### src/rtl/imem_loader_if.sv
// Byte-stream port into the instruction-memory loader.
//
// Handshake: a byte transfers on every rising clock edge where s_valid and
// s_ready are both high. The source holds s_valid/s_data stable until that
// edge; s_ready never depends combinationally on s_valid, and a transfer is
// never taken back once the edge has passed.
interface imem_loader_if;
  logic       s_valid;
  logic [7:0] s_data;
  logic       s_ready;

  modport master (output s_valid, output s_data, input s_ready);
  modport slave  (input s_valid, input s_data, output s_ready);
endinterface

### src/rtl/imem_loader.sv
// Program loader: streams an image into the byte-addressed instruction
// memory (big-endian, byte k at base+k, wrapping modulo DEPTH), validates a
// trailing checksum byte and holds the core in stall while loading.
module imem_loader #(
  parameter int DEPTH  = 1024,
  parameter int ADDR_W = 10
) (
  input  logic              clk,
  input  logic              rst_n,
  input  logic              start,
  input  logic [ADDR_W-1:0] base_addr,
  input  logic [ADDR_W:0]   length,
  imem_loader_if.slave      s,
  output logic              mem_we,
  output logic [ADDR_W-1:0] mem_addr,
  output logic [7:0]        mem_wdata,
  output logic              busy,
  output logic              cpu_stall,
  output logic              done,
  output logic              ok,
  output logic              err_len,
  output logic [1:0]        dbg_state
);

  typedef enum logic [1:0] {
    IDLE  = 2'd0,
    LOAD  = 2'd1,
    CHECK = 2'd2
  } state_t;

  localparam logic [ADDR_W:0] DEPTH_L = (ADDR_W+1)'(DEPTH);
  localparam logic [ADDR_W:0] ONE     = (ADDR_W+1)'(1);

  state_t            state, state_d;
  logic [ADDR_W-1:0] base_q;
  logic [ADDR_W:0]   len_q;
  logic [ADDR_W:0]   cnt;
  logic [7:0]        sum;
  logic [7:0]        chk_sum;
  logic              ready_d;
  logic              hs;
  logic              last_byte;

  // s_ready comes from state only, so it never loops back from s_valid.
  assign hs        = s.s_valid & ready_d;
  assign last_byte = (cnt == (len_q - ONE));
  assign chk_sum   = sum + s.s_data;
  assign s.s_ready = ready_d;
  assign busy      = (state != IDLE);
  assign cpu_stall = busy;
  assign dbg_state = state;

  // State register; reset aborts any load in progress.
  always_ff @(posedge clk or negedge rst_n) begin
    if (!rst_n) state <= IDLE;
    else        state <= state_d;
  end

  // Next-state and stream-ready decode.
  always_comb begin
    state_d = state;
    ready_d = 1'b0;
    case (state)
      IDLE: begin
        if (start) begin
          if (length > DEPTH_L)   state_d = IDLE;
          else if (length == '0)  state_d = CHECK;
          else                    state_d = LOAD;
        end
      end
      LOAD: begin
        ready_d = 1'b1;
        if (s.s_valid && last_byte) state_d = CHECK;
      end
      CHECK: begin
        ready_d = 1'b1;
        if (s.s_valid) state_d = IDLE;
      end
      default: state_d = IDLE;
    endcase
  end

  // Datapath: parameter latch, registered byte write, running sum, result flags.
  always_ff @(posedge clk or negedge rst_n) begin
    if (!rst_n) begin
      base_q    <= '0;
      len_q     <= '0;
      cnt       <= '0;
      sum       <= '0;
      mem_we    <= 1'b0;
      mem_addr  <= '0;
      mem_wdata <= '0;
      done      <= 1'b0;
      ok        <= 1'b0;
      err_len   <= 1'b0;
    end else begin
      mem_we <= 1'b0;
      done   <= 1'b0;
      case (state)
        IDLE: begin
          if (start) begin
            base_q  <= base_addr;
            len_q   <= length;
            cnt     <= '0;
            sum     <= '0;
            ok      <= 1'b0;
            err_len <= 1'b0;
            // An oversized image is refused outright: flag it and end the load.
            if (length > DEPTH_L) begin
              err_len <= 1'b1;
              done    <= 1'b1;
            end
          end
        end
        LOAD: begin
          if (hs) begin
            mem_we    <= 1'b1;
            mem_addr  <= base_q + cnt[ADDR_W-1:0];
            mem_wdata <= s.s_data;
            sum       <= sum + s.s_data;
            cnt       <= cnt + ONE;
          end
        end
        CHECK: begin
          // Checksum byte is consumed but never written to memory.
          if (hs) begin
            ok   <= (chk_sum == 8'h00);
            done <= 1'b1;
          end
        end
        default: ;
      endcase
    end
  end

endmodule

### src/flat_wrapper.sv
// flat-port wrapper written by rule: the top's interface ports become plain ports
module imem_loader_flat 
#(
  parameter int DEPTH  = 1024,
  parameter int ADDR_W = 10
)
  (clk, rst_n, start, base_addr, length, mem_we, mem_addr, mem_wdata, busy, cpu_stall, done, ok, err_len, dbg_state, s_s_valid, s_s_data, s_s_ready);
  imem_loader_if s_i ();
  input  logic clk;
  input  logic rst_n;
  input  logic start;
  input  logic [ADDR_W-1:0] base_addr;
  input  logic [ADDR_W:0] length;
  output logic mem_we;
  output logic [ADDR_W-1:0] mem_addr;
  output logic [7:0] mem_wdata;
  output logic busy;
  output logic cpu_stall;
  output logic done;
  output logic ok;
  output logic err_len;
  output logic [1:0] dbg_state;
  input wire logic [$bits(s_i.s_valid)-1:0] s_s_valid;
  input wire logic [$bits(s_i.s_data)-1:0] s_s_data;
  output wire logic [$bits(s_i.s_ready)-1:0] s_s_ready;
  assign s_i.s_valid = s_s_valid;
  assign s_i.s_data = s_s_data;
  assign s_s_ready = s_i.s_ready;
  imem_loader #(.DEPTH(DEPTH), .ADDR_W(ADDR_W)) u_core (.clk(clk), .rst_n(rst_n), .start(start), .base_addr(base_addr), .length(length), .s(s_i), .mem_we(mem_we), .mem_addr(mem_addr), .mem_wdata(mem_wdata), .busy(busy), .cpu_stall(cpu_stall), .done(done), .ok(ok), .err_len(err_len), .dbg_state(dbg_state));
endmodule
### config.mk
export PLATFORM = sky130hd
export DESIGN_NAME = imem_loader_flat
export DESIGN_NICKNAME = d
export VERILOG_FILES = /design/src/rtl/imem_loader_if.sv /design/src/rtl/imem_loader.sv /design/src/flat_wrapper.sv
export SDC_FILE = /design/constraint.sdc
export NUM_CORES = 1
export LEC_CHECK = 0
export ABC_AREA = 1
export CAP_MARGIN = 20
export CORE_ASPECT_RATIO = 1.75
export CORE_MARGIN = 2
export CORE_UTILIZATION = 58
export CTS_CLUSTER_DIAMETER = 80
export CTS_CLUSTER_SIZE = 40
export DETAILED_ROUTE_END_ITERATION = 12
export GPL_TIMING_DRIVEN = 1
export PLACE_DENSITY = 0.91
export SETUP_SLACK_MARGIN = 0.1
export SYNTH_ARGS = -nofsm -noshare
export SYNTH_HDL_FRONTEND = slang
export SYNTH_SLANG_ARGS = --single-unit
### constraint.sdc
create_clock -name clk -period 3.9 [get_ports clk]
set_clock_uncertainty 0.1 [all_clocks]
set_input_delay 0.585 -clock clk [delete_from_list [all_inputs] [get_ports clk]]
set_output_delay 0.585 -clock clk [all_outputs]
set_load 0.005 [all_outputs]
==> results of run 1 <==
==> synth_stat cells, types with 2 or more instances <==
cell type  number
dfrtp_1        64
nor2_1         42
nand2_1       178
nor2_4          3
nand4_1         5
a21oi_1        18
ha_1           21
nor4_1          4
fa_1            2
nor3_2          2
o21ai_1        14
inv_1          47
o211ai_1        2
clkbuf_1        7
nor3_1          3
xor2_1         11
inv_2           5
a31oi_1         2
o21ai_0        19
nand3_1        29
or2_1           4
xnor2_1         8
==> routing by layer <==
layer | GRT usage | vias up
met5 | 0 | -
met4 | 0.167 | 0
met3 | 0.0579 | 35
met2 | 0.520 | 125
met1 | 0.325 | 1653
li1 | - | 1749
==> state kept, by name (all words and copies together), names as in the netlist <==
signal,cells
u_core.done,1
u_core.mem_we,1
u_core.mem_addr,10
u_core.ok,1
u_core.err_len,1
u_core.len_q,11
u_core.mem_wdata,8
u_core.cnt,11
u_core.base_q,10
u_core.dbg_state,2
u_core.sum,8
==> report_power, final <==
part	internal [mW]	switching [mW]	total, mW
Clock	0.481	0.283	0.764
Combinational	0.637	0.811	1.45
Sequential	0.911	0.218	1.13
Total	2.03	1.31	3.34
==> logic make-up after synthesis <==
kind of cell | Yosys count
AOI/OAI and AO/OA | 62
xor gates and xnor gates | 19
adders and majority gates | 23
buffers and inverters | 62
DFF | 64
and+or+nand+nor | 275
==> area by class of cell <==
| class | count | area share |
|---|---|---|
| Clock buffer | 14 | 0.0576 |
| Inverter | 53 | 0.0418 |
| Multi-Input combinational cell | 379 | 0.413 |
| Sequential cell | 64 | 0.337 |
| Clock inverter | 2 | 0.00263 |
| Tap cell | 82 | 0.0216 |
| Timing Repair Buffer | 61 | 0.126 |
==> how the worst min path moves through the flow <==
stage	endpoint	slack (ns)	cells after the start
floorplan	u_core.base_q[0]$_DFFE_PN0P_	0.19	0
global placement	u_core.mem_wdata[3]$_DFFE_PN0P_	0.37	2
detailed placement	u_core.mem_wdata[5]$_DFFE_PN0P_	0.37	2
CTS	u_core.base_q[8]$_DFFE_PN0P_	0.16	1
global route	u_core.mem_addr[6]$_DFFE_PN0P_	0.20	1
finish	u_core.mem_addr[6]$_DFFE_PN0P_	0.15	1
==> through the flow <==
step / utilization / worst slack (ns)
CTS: 0.739 / 1.43
global placement: 0.694 / 1.34
finish: 0.739 / 1.40
detailed placement: 0.694 / 1.17
global route: 0.739 / 1.21
floorplan: - / 1.84
==> flow_summary.ini, run 1 <==
[power]
vdd_drop_max_mv = 0.464
power_mw = 3.34
leakage_nw = 2.35
power_density_mw_per_mm2 = 702

[cells_and_area]
stdcell_area_sq_mm = 0.00476
n_fill_cell = 495
layout_common_cells = nand2_1, dfrtp_1, clkdlybuf4s50_1
layout-drive-gt1-share = 0.0524
syn2layout_area_growth_pct = 25.0
n_antenna_cell = 0
stdcell_count = 655
layout_commonest_cell = nand2_1
register_area_sq_mm = 0.00160
multi_input_area_sq_mm = 0.00197
final_nets = 624

[timing]
worst_pin_slew_ns = 0.582
maxSlewHeadroom = 0.612
report.final.slew_viol_count = 0
min_period_ns = 2.50
setup_tns_ns = 0
whs_ns = 0.149
rsz0062_at_grt = no
fmax_ghz = 0.401
setup_violations = 0
finalCritPeriodShare = 0.640
hold_viol_final = 0

[clocking]
htreeDepth = 3
clockBufferDepth = 2
cts_tree = done
cts_root_buffer = clkbuf_16
post-cts-setup-buffers = 0
clkSinkCount = 64
cts_hold_buf = 0
numCtsBuffers = 9
clock_latency_ns = 0.34
post_cts_resized = 0
clk_pin_slew_ns = 0.05

[synth]
synth_top_family_by_area = simple AND/OR/NAND/NOR gates
synth_top_area_cell = dfrtp_1
synthSimpleGateAreaFrac = 0.304
synth-edff-count = 0
synth_ff_type = dfrtp_1
syn_area_sq_mm = 0.00381
synthAdderAreaFrac = 0.0796
async_flop_share = 1.00
ys_warn_count = 0
synthCells = 505
synth_top_cells_by_area = dfrtp_1, nand2_1, ha_1
synth_compound_area_frac = 0.0891
synth.area.mux_share = 0
synth-seq-cells = 64
seq_area_frac_synth = 0.421
synth_xor_area_frac = 0.0437
synth_area_per_cell_sq_um = 7.54
synthesis.nets = 561
yosys.area.top_type_share = 0.421
synth_cell_types = 37

[setup_path]
worstReg2RegStart = u_core.dbg_state[1]$_DFFE_PN0P_
critPathKind = reg2reg
crit_path_end = u_core.cnt[8]$_DFFE_PN0P_
cp.arrival_ns = 2.61
max_stage_delay_ns = 0.41
cp_top_family = simple AND/OR/NAND/NOR gates
cp.depth = 11
cp.required_ns = 4.01
start_kind = flip-flop
cpMostUsedCell = nor2_4
rrSetupSlack_ns = 1.40
r2r_cells = 11
critPathCaptureType = flip-flop
path_buf_inv = 1
r2r-end = u_core.cnt[8]$_DFFE_PN0P_
crit_slowest_cell = dfrtp_1
path_cells = inv_1 -> ha_1 -> nand2_2 -> nor2_4 -> nor2_4 -> nor2_4 -> nand3_2 -> nor3_2 -> nand3_1 -> nand2_1 -> a21oi_1
crit_start = u_core.dbg_state[1]$_DFFE_PN0P_
crit_fanout = 21

[routing]
ant_nets = 0
wl_met3_um = 414
firstDrtPassIters = 5
top_layer = met4
via_per_inst = 5.44
drtIter0Drc = 277
drc_errors = 0
met2WireLength_mm = 5.33
vias = 3562
wl_met1_mm = 3.60
wire_per_inst_um = 14.8
drt_wl_total_mm = 9.71

[placement]
io_buffers = 59
place_area_sq_mm = 0.00447
place.gp.congestion = 0.929
place_hpwl_mm = 7.24
dp.cells = 639

[global_routing]
first_global_vias = 3648
grt_overflow_total = 0
grt_max_degree = 40
grt_pass1_wl_mm = 16.6
antenna_found_initial = 0
track_usage = 0.297

[floorplan]
core_area_sq_mm = 0.00644
row_count = 39
start_util = 0.591
dieWidth_um = 65.2
die_area_sq_mm = 0.00725
die_h_um = 111
io_pins = 60

[worst_hold_path]
hold_class = in2async

[status]
status = finished, final reports clean

[flow_run]
cap_violations = 0
No activity file was read; power rests on OpenSTA's default activity.
==> inputs of run 2 (changes only) <==
--- a/config.mk
+++ b/config.mk
@@ -9,12 +9,12 @@
 export CAP_MARGIN = 20
 export CORE_ASPECT_RATIO = 1.75
 export CORE_MARGIN = 2
-export CORE_UTILIZATION = 58
+export CORE_UTILIZATION = 49
 export CTS_CLUSTER_DIAMETER = 80
 export CTS_CLUSTER_SIZE = 40
 export DETAILED_ROUTE_END_ITERATION = 12
 export GPL_TIMING_DRIVEN = 1
-export PLACE_DENSITY = 0.91
+export PLACE_DENSITY = 0.83
 export SETUP_SLACK_MARGIN = 0.1
 export SYNTH_ARGS = -nofsm -noshare
 export SYNTH_HDL_FRONTEND = slang
==> constraint.sdc (replaced) <==
create_clock -name clk -period 2.17 [get_ports clk]
set_clock_uncertainty 0.1 [all_clocks]
set_input_delay 0.3255 -clock clk [delete_from_list [all_inputs] [get_ports clk]]
set_output_delay 0.3255 -clock clk [all_outputs]
set_load 0.005 [all_outputs]
==> run 2 against run 1 <==
Net effect: routed wire length rose by 1.3%; combinational power rose by 110%; first-iteration DRC count fell by 9.7%; maximum frequency rose by 22%; count of clock-buffer cells in the layout fell by 1; non-clock buffer count rose by 25; critical path type unchanged.
==> flow_summary.ini, run 2 (synthesized netlist as in run 1, its figures left out) <==
[timing]
setup_violations = 0
hold_viol_final = 0
fmax_ghz = 0.490
report.final.slew_viol_count = 0
maxSlewHeadroom = 0.706
rsz0062_at_grt = yes
whs_ns = 0.361
finalCritPeriodShare = 0.940
min_period_ns = 2.04
worst_pin_slew_ns = 0.440

[routing]
via_per_inst = 5.29
wire_per_inst_um = 14.4
vias = 3613
drtIter0Drc = 250
drt_wl_total_mm = 9.84
firstDrtPassIters = 4
ant_nets = 0
drc_errors = 0

[setup_path]
path_cells = ha_4 -> inv_2 -> fa_2 -> inv_2 -> a21oi_4 -> o21bai_4 -> buf_4 -> nand2_2 -> o311ai_4 -> or2_1 -> nand3_1 -> nand2_1
max_stage_delay_ns = 0.41
r2r_cells = 12
critPathKind = reg2reg
path_buf_inv = 3
cp.arrival_ns = 2.16
cp.required_ns = 2.29
start_kind = flip-flop
cp_top_family = simple AND/OR/NAND/NOR gates
crit_fanout = 3
critPathCaptureType = flip-flop
crit_slowest_cell = dfrtp_1
cpMostUsedCell = inv_2
cp.depth = 12

[floorplan]
die_area_sq_mm = 0.00852
start_util = 0.503
die_h_um = 121
io_pins = 60
dieWidth_um = 70.6
core_area_sq_mm = 0.00757
row_count = 42

[cells_and_area]
register_area_sq_mm = 0.00160
stdcell_area_sq_mm = 0.00508
final_nets = 649
n_antenna_cell = 0
layout-drive-gt1-share = 0.133
multi_input_area_sq_mm = 0.00208
n_fill_cell = 623
layout_commonest_cell = nand2_1
fin_util = 0.671
reg_top3 = u_core.cnt x11, u_core.len_q x11
syn2layout_area_growth_pct = 33.5
layout_common_cells = nand2_1, dfrtp_1, clkdlybuf4s50_1

[clocking]
clk_pin_slew_ns = 0.05
clkSinkCount = 64
numCtsBuffers = 9
htreeDepth = 3
clock_latency_ns = 0.33
clockBufferDepth = 2
cts_root_buffer = clkbuf_16
cts_tree = done

[power]
power_density_mw_per_mm2 = 1270
vdd_drop_max_mv = 0.706
leakage_nw = 2.53

[worst_hold_path]
hold_class = in2async

[placement]
place.gp.congestion = 0.949
place_area_sq_mm = 0.00460
io_buffers = 59
place_hpwl_mm = 7.16

[global_routing]
first_global_vias = 3619
grt_overflow_total = 0
antenna_found_initial = 0
grt_max_degree = 32
grt_pass1_wl_mm = 16.1
track_usage = 0.243

[status]
status = finished, final reports clean

[flow_run]
cap_violations = 0
-- run 2: changes by cell type in the layout (fill, tap and decap cells not counted), moves of 2 or more --
cell      delta
inv_2        +4
ha_1         -5
inv_1        -4
clkbuf_1     -2
nand2_1      -6
nand2_2      +6
ha_4         +2
nor2_2       +6
nor2_1       -6
ha_2         +3
buf_4       +23
-- run 2: timing repair --
item / in CTS / in global routing
pin swaps: 3 / 18
endpoints found under the hold margin: 17 / 0
hold buffers: 1 / 0
resized for setup: 5 / 28
setup buffers: 5 / 5
endpoints found under the setup margin: 6 / 12
-- run 2: final cells by class --
cell class / count / area share
clock buffers: 13 / 0.0552
repair buffers: 86 / 0.159
flip-flops and latches: 64 / 0.315
well taps: 88 / 0.0217
inverters: 53 / 0.0392
multi-input cells: 379 / 0.410
-- run 2: through the flow --
step / setup WS (ns) / power [mW] / std cells / TNS [ns]
floorplan: 0.106 / 3.62 / 505 / 0
global placement: -0.126 / 4.65 / 659 / -0.126
detailed placement: -0.193 / 4.77 / 659 / -0.263
CTS: 0.0879 / 6.24 / 678 / 0
global route: 0.0414 / 6.92 / 683 / 0
finish: 0.131 / 6.44 / 683 / 0
-- run 2: path summary, 6_finish.rpt --
| path | start | end | slack, ns |
|---|---|---|---|
| worst max-delay path | u_core.base_q[0]$_DFFE_PN0P_ | u_core.mem_addr[8]$_DFFE_PN0P_ | 0.13 |
| worst min-delay path | rst_n | u_core.base_q[7]$_DFFE_PN0P_ | 0.36 |
| worst max register to register | u_core.base_q[0]$_DFFE_PN0P_ | u_core.mem_addr[8]$_DFFE_PN0P_ | 0.13 |
| worst min register to register | u_core.mem_wdata[7]$_DFFE_PN0P_ | u_core.mem_wdata[7]$_DFFE_PN0P_ | 0.38 |
| max in group asynchronous | rst_n | u_core.len_q[3]$_DFFE_PN0P_ | 1.01 |
| min in group clk | u_core.mem_wdata[7]$_DFFE_PN0P_ | u_core.mem_wdata[7]$_DFFE_PN0P_ | 0.38 |
-- run 2: routing by layer --
metal,GRT usage,part of all wire,vias to the layer above
li1,-,-,1795
met3,0.0383,0.037,34
met2,0.444,0.54,105
met1,0.244,0.37,1679
met4,0.170,0.048,0
met5,0,0,-
-- run 2: where the power goes --
group	leakage (nW)	switching (mW)	internal (mW)
clock network	0.140	0.487	0.877
logic	1.57	1.65	1.44
registers	0.822	0.344	1.64
total	2.53	2.48	3.95
